### src/rtl/alu_pkg.sv
`default_nettype none
// ============================================================================
// Module      : alu_pkg
// Description : Shared constants and types for the ALU arbiter slice: ALU op
//               encodings, flag bit positions, datapath widths and the
//               arbiter state type.
// Revision    : 1.0 - initial release
// ============================================================================
package alu_pkg;

    // ALU operation encodings, passed through to ALUControl untouched
    localparam logic [1:0] ALU_ADD = 2'b00;
    localparam logic [1:0] ALU_XOR = 2'b01;
    localparam logic [1:0] ALU_SUB = 2'b10;
    localparam logic [1:0] ALU_SLT = 2'b11;

    // Bit positions inside the 4-bit {carry, overflow, negative, zero} flag word
    localparam int FLG_ZERO  = 0;
    localparam int FLG_NEG   = 1;
    localparam int FLG_OVF   = 2;
    localparam int FLG_CARRY = 3;

    // Datapath widths shared by interface, arbiter and bench
    localparam int DATA_W = 32;
    localparam int FLAG_W = 4;
    localparam int OP_W   = 2;

    // Arbiter transaction phases: accept, drive the ALU, hold the response
    typedef enum logic [1:0] {
        IDLE = 2'd0,
        EXEC = 2'd1,
        RESP = 2'd2
    } arb_state_t;

endpackage : alu_pkg
`default_nettype wire

### src/rtl/alu_arbiter_if.sv
`default_nettype none
// ============================================================================
// Module      : alu_arbiter_if
// Description : Bundle of the requester, ALU and response buses around the
//               ALU arbiter. The master side is the requesters plus the ALU
//               and the response consumer; the slave side is the arbiter.
// Revision    : 1.0 - initial release
// ============================================================================
interface alu_arbiter_if #(
    parameter int NREQ = 2,
    parameter int IDW  = (NREQ > 1) ? $clog2(NREQ) : 1
);

    // Requester side
    logic [NREQ-1:0]                           req_valid;
    logic [NREQ-1:0]                           req_ready;
    logic [NREQ-1:0][alu_pkg::DATA_W-1:0]      req_a;
    logic [NREQ-1:0][alu_pkg::DATA_W-1:0]      req_b;
    logic [NREQ-1:0][alu_pkg::OP_W-1:0]        req_op;

    // Shared combinational ALU
    logic [alu_pkg::DATA_W-1:0]                alu_a;
    logic [alu_pkg::DATA_W-1:0]                alu_b;
    logic [alu_pkg::OP_W-1:0]                  alu_ctrl;
    logic [alu_pkg::DATA_W-1:0]                alu_out;
    logic [alu_pkg::FLAG_W-1:0]                alu_flags;

    // Response side
    logic                                      rsp_valid;
    logic                                      rsp_ready;
    logic [IDW-1:0]                            rsp_id;
    logic [alu_pkg::DATA_W-1:0]                rsp_data;
    logic [alu_pkg::FLAG_W-1:0]                rsp_flags;

    // Requesters, ALU and response consumer
    modport master (
        output req_valid, req_a, req_b, req_op,
        input  req_ready,
        input  alu_a, alu_b, alu_ctrl,
        output alu_out, alu_flags,
        input  rsp_valid, rsp_id, rsp_data, rsp_flags,
        output rsp_ready
    );

    // Arbiter
    modport slave (
        input  req_valid, req_a, req_b, req_op,
        output req_ready,
        output alu_a, alu_b, alu_ctrl,
        input  alu_out, alu_flags,
        output rsp_valid, rsp_id, rsp_data, rsp_flags,
        input  rsp_ready
    );

endinterface : alu_arbiter_if
`default_nettype wire

### src/rtl/alu_arbiter_rr_pick.sv
`default_nettype none
// ============================================================================
// Module      : rr_pick
// Description : Combinational round-robin picker. Returns the first asserted
//               valid bit at or after the pointer, wrapping modulo NREQ, as a
//               one-hot grant, a binary index and an any-valid flag.
// Revision    : 1.0 - initial release
// ============================================================================
module rr_pick #(
    parameter int NREQ = 2,
    parameter int IDW  = (NREQ > 1) ? $clog2(NREQ) : 1
) (
    input  wire logic [NREQ-1:0] i_valid,
    input  wire logic [IDW-1:0]  i_ptr,
    output logic      [NREQ-1:0] o_grant,
    output logic      [IDW-1:0]  o_idx,
    output logic                 o_any
);

    logic [IDW-1:0] w_idx;
    logic           w_found;

    // Two passes give the wrap: indices at/after the pointer first, then the
    // ones below it. The first hit in the scan order wins.
    always_comb begin
        w_idx   = '0;
        w_found = 1'b0;
        for (int i = 0; i < NREQ; i++) begin
            if (!w_found && i_valid[i] && (i >= int'(i_ptr))) begin
                w_found = 1'b1;
                w_idx   = IDW'(i);
            end
        end
        for (int i = 0; i < NREQ; i++) begin
            if (!w_found && i_valid[i] && (i < int'(i_ptr))) begin
                w_found = 1'b1;
                w_idx   = IDW'(i);
            end
        end
    end

    // Expand the winning index into a one-hot grant
    genvar gi;
    generate
        for (gi = 0; gi < NREQ; gi++) begin : g_grant
            assign o_grant[gi] = w_found && (w_idx == IDW'(gi));
        end
    endgenerate

    assign o_idx = w_idx;
    assign o_any = w_found;

endmodule : rr_pick
`default_nettype wire

### src/rtl/alu_arbiter.sv
`default_nettype none
// ============================================================================
// Module      : alu_arbiter
// Description : Shares one combinational ALU between NREQ requesters.
//               Round-robin grant in IDLE, registered ALU drive in EXEC,
//               registered result/flags held in RESP until consumed. One
//               transaction in flight; the arbiter does no arithmetic itself.
// Revision    : 1.0 - initial release
// ============================================================================
module alu_arbiter
    import alu_pkg::*;
#(
    parameter int NREQ = 2,
    parameter int IDW  = (NREQ > 1) ? $clog2(NREQ) : 1
) (
    input  wire logic    clk,
    input  wire logic    reset,
    alu_arbiter_if.slave bus
);

    arb_state_t          r_state;
    logic [IDW-1:0]      r_ptr;
    logic [IDW-1:0]      r_id;
    logic [DATA_W-1:0]   r_alu_a;
    logic [DATA_W-1:0]   r_alu_b;
    logic [OP_W-1:0]     r_alu_ctrl;
    logic                r_rsp_valid;
    logic [IDW-1:0]      r_rsp_id;
    logic [DATA_W-1:0]   r_rsp_data;
    logic [FLAG_W-1:0]   r_rsp_flags;

    logic [NREQ-1:0]     w_grant;
    logic [IDW-1:0]      w_idx;
    logic                w_any;
    logic                w_accept;
    logic [IDW-1:0]      w_ptr_next;

    rr_pick #(
        .NREQ (NREQ),
        .IDW  (IDW)
    ) u_rr_pick (
        .i_valid (bus.req_valid),
        .i_ptr   (r_ptr),
        .o_grant (w_grant),
        .o_idx   (w_idx),
        .o_any   (w_any)
    );

    // Accept only from IDLE; reset masks the grant so a pending request
    // never sees a ready pulse that the state register will not honour.
    assign w_accept      = (r_state == IDLE) && w_any && !reset;
    assign bus.req_ready = w_accept ? w_grant : '0;

    // Pointer moves one past the requester just served, wrapping at NREQ
    assign w_ptr_next = (r_id == IDW'(NREQ - 1)) ? '0 : (r_id + IDW'(1));

    // Transaction FSM with registered ALU drive and response outputs
    always_ff @(posedge clk) begin
        if (reset) begin
            r_state     <= IDLE;
            r_ptr       <= '0;
            r_id        <= '0;
            r_alu_a     <= '0;
            r_alu_b     <= '0;
            r_alu_ctrl  <= '0;
            r_rsp_valid <= 1'b0;
            r_rsp_id    <= '0;
            r_rsp_data  <= '0;
            r_rsp_flags <= '0;
        end else begin
            case (r_state)
                IDLE: begin
                    // Operand registers double as the ALU drive, so the ALU
                    // inputs only change on a clock edge.
                    if (w_any) begin
                        r_alu_a    <= bus.req_a[w_idx];
                        r_alu_b    <= bus.req_b[w_idx];
                        r_alu_ctrl <= bus.req_op[w_idx];
                        r_id       <= w_idx;
                        r_state    <= EXEC;
                    end
                end
                EXEC: begin
                    // ALU has had a full cycle on stable inputs; capture it
                    // and park its inputs at zero again.
                    r_rsp_data  <= bus.alu_out;
                    r_rsp_flags <= bus.alu_flags;
                    r_rsp_id    <= r_id;
                    r_rsp_valid <= 1'b1;
                    r_alu_a     <= '0;
                    r_alu_b     <= '0;
                    r_alu_ctrl  <= '0;
                    r_state     <= RESP;
                end
                RESP: begin
                    // Response is held untouched until the consumer takes it;
                    // fairness advances only on a completed transaction.
                    if (bus.rsp_ready) begin
                        r_rsp_valid <= 1'b0;
                        r_ptr       <= w_ptr_next;
                        r_state     <= IDLE;
                    end
                end
                default: begin
                    r_state <= IDLE;
                end
            endcase
        end
    end

    assign bus.alu_a     = r_alu_a;
    assign bus.alu_b     = r_alu_b;
    assign bus.alu_ctrl  = r_alu_ctrl;
    assign bus.rsp_valid = r_rsp_valid;
    assign bus.rsp_id    = r_rsp_id;
    assign bus.rsp_data  = r_rsp_data;
    assign bus.rsp_flags = r_rsp_flags;

endmodule : alu_arbiter
`default_nettype wire

### src/flat_wrapper.sv
// flat-port wrapper written by rule: the top's interface ports become plain ports
module alu_arbiter_flat import alu_pkg::*;
#(
    parameter int NREQ = 2,
    parameter int IDW  = (NREQ > 1) ? $clog2(NREQ) : 1
)
  (clk, reset, bus_req_valid, bus_req_a, bus_req_b, bus_req_op, bus_req_ready, bus_alu_a, bus_alu_b, bus_alu_ctrl, bus_alu_out, bus_alu_flags, bus_rsp_valid, bus_rsp_id, bus_rsp_data, bus_rsp_flags, bus_rsp_ready);
  alu_arbiter_if #(.NREQ(NREQ), .IDW(IDW)) bus_i ();
  input  wire logic clk;
  input  wire logic reset;
  input wire logic [$bits(bus_i.req_valid)-1:0] bus_req_valid;
  input wire logic [$bits(bus_i.req_a)-1:0] bus_req_a;
  input wire logic [$bits(bus_i.req_b)-1:0] bus_req_b;
  input wire logic [$bits(bus_i.req_op)-1:0] bus_req_op;
  output wire logic [$bits(bus_i.req_ready)-1:0] bus_req_ready;
  output wire logic [$bits(bus_i.alu_a)-1:0] bus_alu_a;
  output wire logic [$bits(bus_i.alu_b)-1:0] bus_alu_b;
  output wire logic [$bits(bus_i.alu_ctrl)-1:0] bus_alu_ctrl;
  input wire logic [$bits(bus_i.alu_out)-1:0] bus_alu_out;
  input wire logic [$bits(bus_i.alu_flags)-1:0] bus_alu_flags;
  output wire logic [$bits(bus_i.rsp_valid)-1:0] bus_rsp_valid;
  output wire logic [$bits(bus_i.rsp_id)-1:0] bus_rsp_id;
  output wire logic [$bits(bus_i.rsp_data)-1:0] bus_rsp_data;
  output wire logic [$bits(bus_i.rsp_flags)-1:0] bus_rsp_flags;
  input wire logic [$bits(bus_i.rsp_ready)-1:0] bus_rsp_ready;
  assign bus_i.req_valid = bus_req_valid;
  assign bus_i.req_a = bus_req_a;
  assign bus_i.req_b = bus_req_b;
  assign bus_i.req_op = bus_req_op;
  assign bus_req_ready = bus_i.req_ready;
  assign bus_alu_a = bus_i.alu_a;
  assign bus_alu_b = bus_i.alu_b;
  assign bus_alu_ctrl = bus_i.alu_ctrl;
  assign bus_i.alu_out = bus_alu_out;
  assign bus_i.alu_flags = bus_alu_flags;
  assign bus_rsp_valid = bus_i.rsp_valid;
  assign bus_rsp_id = bus_i.rsp_id;
  assign bus_rsp_data = bus_i.rsp_data;
  assign bus_rsp_flags = bus_i.rsp_flags;
  assign bus_i.rsp_ready = bus_rsp_ready;
  alu_arbiter #(.NREQ(NREQ), .IDW(IDW)) u_core (.clk(clk), .reset(reset), .bus(bus_i));
endmodule
### config.mk
export PLATFORM = sky130hd
export DESIGN_NAME = alu_arbiter_flat
export DESIGN_NICKNAME = d
export VERILOG_FILES = /design/src/rtl/alu_pkg.sv /design/src/rtl/alu_arbiter_if.sv /design/src/rtl/alu_arbiter_rr_pick.sv /design/src/rtl/alu_arbiter.sv /design/src/flat_wrapper.sv
export SDC_FILE = /design/constraint.sdc
export NUM_CORES = 1
export LEC_CHECK = 0
export ABC_CLOCK_PERIOD_IN_PS = 1900
export CORE_MARGIN = 2
export CORE_UTILIZATION = 39
export DETAILED_ROUTE_END_ITERATION = 6
export PLACE_DENSITY = 0.86
export RECOVER_POWER = 100
export SLEW_MARGIN = 40
export SYNTH_ARGS = -nofsm -noshare
export SYNTH_HDL_FRONTEND = slang
export SYNTH_SLANG_ARGS = --single-unit
### constraint.sdc
create_clock -name clk -period 1.9 [get_ports clk]
set_clock_uncertainty 0.15 [all_clocks]
set_input_delay 0.19 -clock clk [delete_from_list [all_inputs] [get_ports clk]]
set_output_delay 0.19 -clock clk [all_outputs]
set_load 0.01 [all_outputs]
==> results.md <==
- Max_slew headroom: 46.63%
- DR DRC count: 0
- Hold path cells: 3
- Setup crit start kind: flip-flop
- Mapped cell area: 0.004224 mm^2
- Core area: 0.01042 mm^2
- GRT Total Usage: 22.42%
- Power Dens Cells: 718.1 mW/mm^2
- Hold Path Class: input pin to flip-flop
- Die ar.: 0.01168 mm^2
- Maximum clock path buffer count: 2
- Ys flop type: dfxtp_1
- Hold Vio Cnt, Final: 0
- Critical Path End Type: primary output
- CTS tree: built
- Antenna Nets Post-Route: 0
- Leakage: 3.226 nW
- Synth warn: 0
- Final setup vio count: 0
- Worst-Skew Late Latency: 0.36 ns
- Worst reg-to-reg path cell count: 5
- CP Launch Point: u_core.r_state[1]
- Overflow after GRT: 0
- Die Wd: 108.1 um
- Largest net degree at the start of global routing: 68
- Placer's final routability congestion estimate: 0.7494
- Post-synth cell types: 22
- Register area share after synthesis: 51.18%
- Worst Hold Endpoint: u_core.bus.rsp_data[31]
- Pre-antenna DRT Iters: 4
- Seq. cell area: 0.002162 mm^2
- Nets: 857
- Initial DRC Count: 143
- Worst Tran Pin Value: 0.8006 ns
- Max Slew Vio Count: 0
- Initial Utilization: 40.55%
- Crit path max fanout: 3
- Avg WL per Cell: 16.39 um
- Global-route wire length before repair: 20780 um
- DR vias/cell: 4.921
- Vias: 4060
- Fin Setup TNS: 0 ns
- RSZ-0062 raised after global routing: false
- Layout area overhead: 75.09%
- Most frequent cells in the layout: clkdlybuf4s50_1 (172), dfxtp_1 (108), dlygate4sd3_1 (104), nand2_1 (74)
- Worst vdd ir: 0.4307 mV
- Syn_area_per_cell: 10.33 um^2
- Fin util: 71.00%
- CTS sink count: 108
- Worst-path clk slew: 0.10 ns
- Arr. time, crit path: 1.44 ns
- Fin Hold WS: 0.2192 ns
- Initial antenna violation count: 0
- EDFF count, synth: 0
- # fillers: 768
- Share of post-route cells with drive strength above 1: 5.806%
- CP Class: flip-flop to primary output
- Reg2reg end: u_core.bus.alu_a[31]
- Max Cap Viol: 0
- Ports: 279
- R2R Setup Slk: 0.15 ns
- Synthesized Nets: 582
- Root Driver: clkbuf_8
- Multi-input gate area: 0.001843 mm^2
- Run status: finished clean
- Vias in the first global route: 4145
- Final WL: 13520 um
- Async set-or-reset flop fraction in the synthesized netlist: 0%
- Synthesized instance count: 409
- Non-filler instance count after layout: 825
- Period utilisation layout: 93.55%
- Die Y: 108.1 um
- DP Cell Count: 809
- Hold Startpoint: bus_alu_out[31]
- Clock period minus worst slack: 1.777 ns
- F_max: 0.5626 GHz
- Synth Register Bits: 108
- Setup bufs post-CTS: 0
- CP Data Required Time: 1.56 ns
- Total CTS buffers: 9
- H-tree depth: 3
- Rows: 37
- Port bufs: 278
- Most common cell after layout, fill and taps aside: clkdlybuf4s50_1
- Worst reg2reg path startpoint: u_core.r_state[1]
- Dpl hpwl: 10240 um
- Antenna fix cells: 0
[stage by stage]
stage / power [W] / area, um^2 / setup WS [ns]
global placement: 0.003911 / 7188 / -0.08183
floorplan: 0.003091 / 4224 / 0.3661
CTS: 0.005446 / 7402 / 0.06348
global route: 0.005570 / 7396 / 0.01038
detailed placement: 0.003941 / 7188 / -0.1530
finish: 0.005311 / 7396 / 0.1225
[area by class of cell]
type	instances	share of cell area, %
repair buffers	299	40.52
inverters	2	0.1015
multi-input cells	264	24.92
clock inverters	6	1.201
well taps	136	2.301
flip-flops and latches	108	29.23
clock buffers	10	1.726
[report_power, final]
| group | total (W) | leakage (nW) | internal (W) | switching, W |
|---|---|---|---|---|
| combinational | 0.00127 | 2.24 | 0.000744 | 0.000531 |
| sequential | 0.00253 | 0.887 | 0.00245 | 0.0000888 |
| clock | 0.00150 | 0.102 | 0.000743 | 0.000758 |
[flip-flops by register name (all words and copies together), names as in the netlist]
register / cells
u_core.bus.alu_a: 32
u_core.bus.alu_b: 32
u_core.r_id: 1
u_core.r_ptr: 1
u_core.bus.rsp_flags: 4
u_core.r_state: 2
u_core.bus.rsp_valid: 1
u_core.bus.rsp_id: 1
u_core.bus.alu_ctrl: 2
u_core.bus.rsp_data: 32
[cells by family after synthesis]
family | after synthesis | share of synthesized area [%]
simple gates | 88 | 8.324
flops | 108 | 51.18
compound gates | 110 | 19.13
buf+inv | 37 | 5.717
mux | 66 | 15.64
[synthesized netlist by cell type, types with 2 or more instances]
library cell / count / area [um^2]
buf_1: 2 / 7.510
dfxtp_1: 108 / 2162
nor2_1: 6 / 22.52
o2bb2ai_1: 66 / 578.1
nor2b_1: 2 / 12.51
nor3_1: 2 / 10.01
buf_4: 7 / 52.55
clkbuf_1: 9 / 33.78
a21oi_1: 40 / 200.2
buf_12: 2 / 40.04
mux2i_1: 66 / 660.6
nand2_1: 74 / 277.8
inv_2: 2 / 7.510
buf_6: 4 / 45.04
buf_2: 11 / 55.05
o21ai_2: 2 / 17.52
[worst max-delay path by stage]
stage | depth (start not counted) | end | slack (ns)
2_1_floorplan | 5 | bus_req_ready[1] | 0.37
3_3_place_gp | 5 | u_core.bus.alu_b[17] | -0.08
3_5_place_dp | 5 | u_core.bus.alu_b[0] | -0.15
4_1_cts | 5 | bus_req_ready[0] | 0.06
5_1_grt | 5 | bus_req_ready[1] | 0.01
6_report | 5 | bus_req_ready[0] | 0.12
[critical path, cell delays in order, from the launching register on]
cell and delay (ns):
dfxtp_1 0.33, nor3_1 0.19, buf_4 0.15, o21ai_4 0.05, nor2b_1 0.10, clkdlybuf4s15_1 0.26
[metal layers]
metal / vias up / part of all wire (%) / track usage (%)
met5: - / 0 / 0
met4: 0 / 1.7 / 6.593
met3: 20 / 9.2 / 7.715
met2: 187 / 51 / 40.21
met1: 1845 / 38 / 25.07
li1: 2008 / - / -
[timing repair]
action / CTS / global route
setup endpoints to repair: 2 / 2
hold endpoints to repair: 0 / 0
hold buffers: 0 / 0
gates resized for setup: 2 / 2
Power figures use the tool's default switching activity.
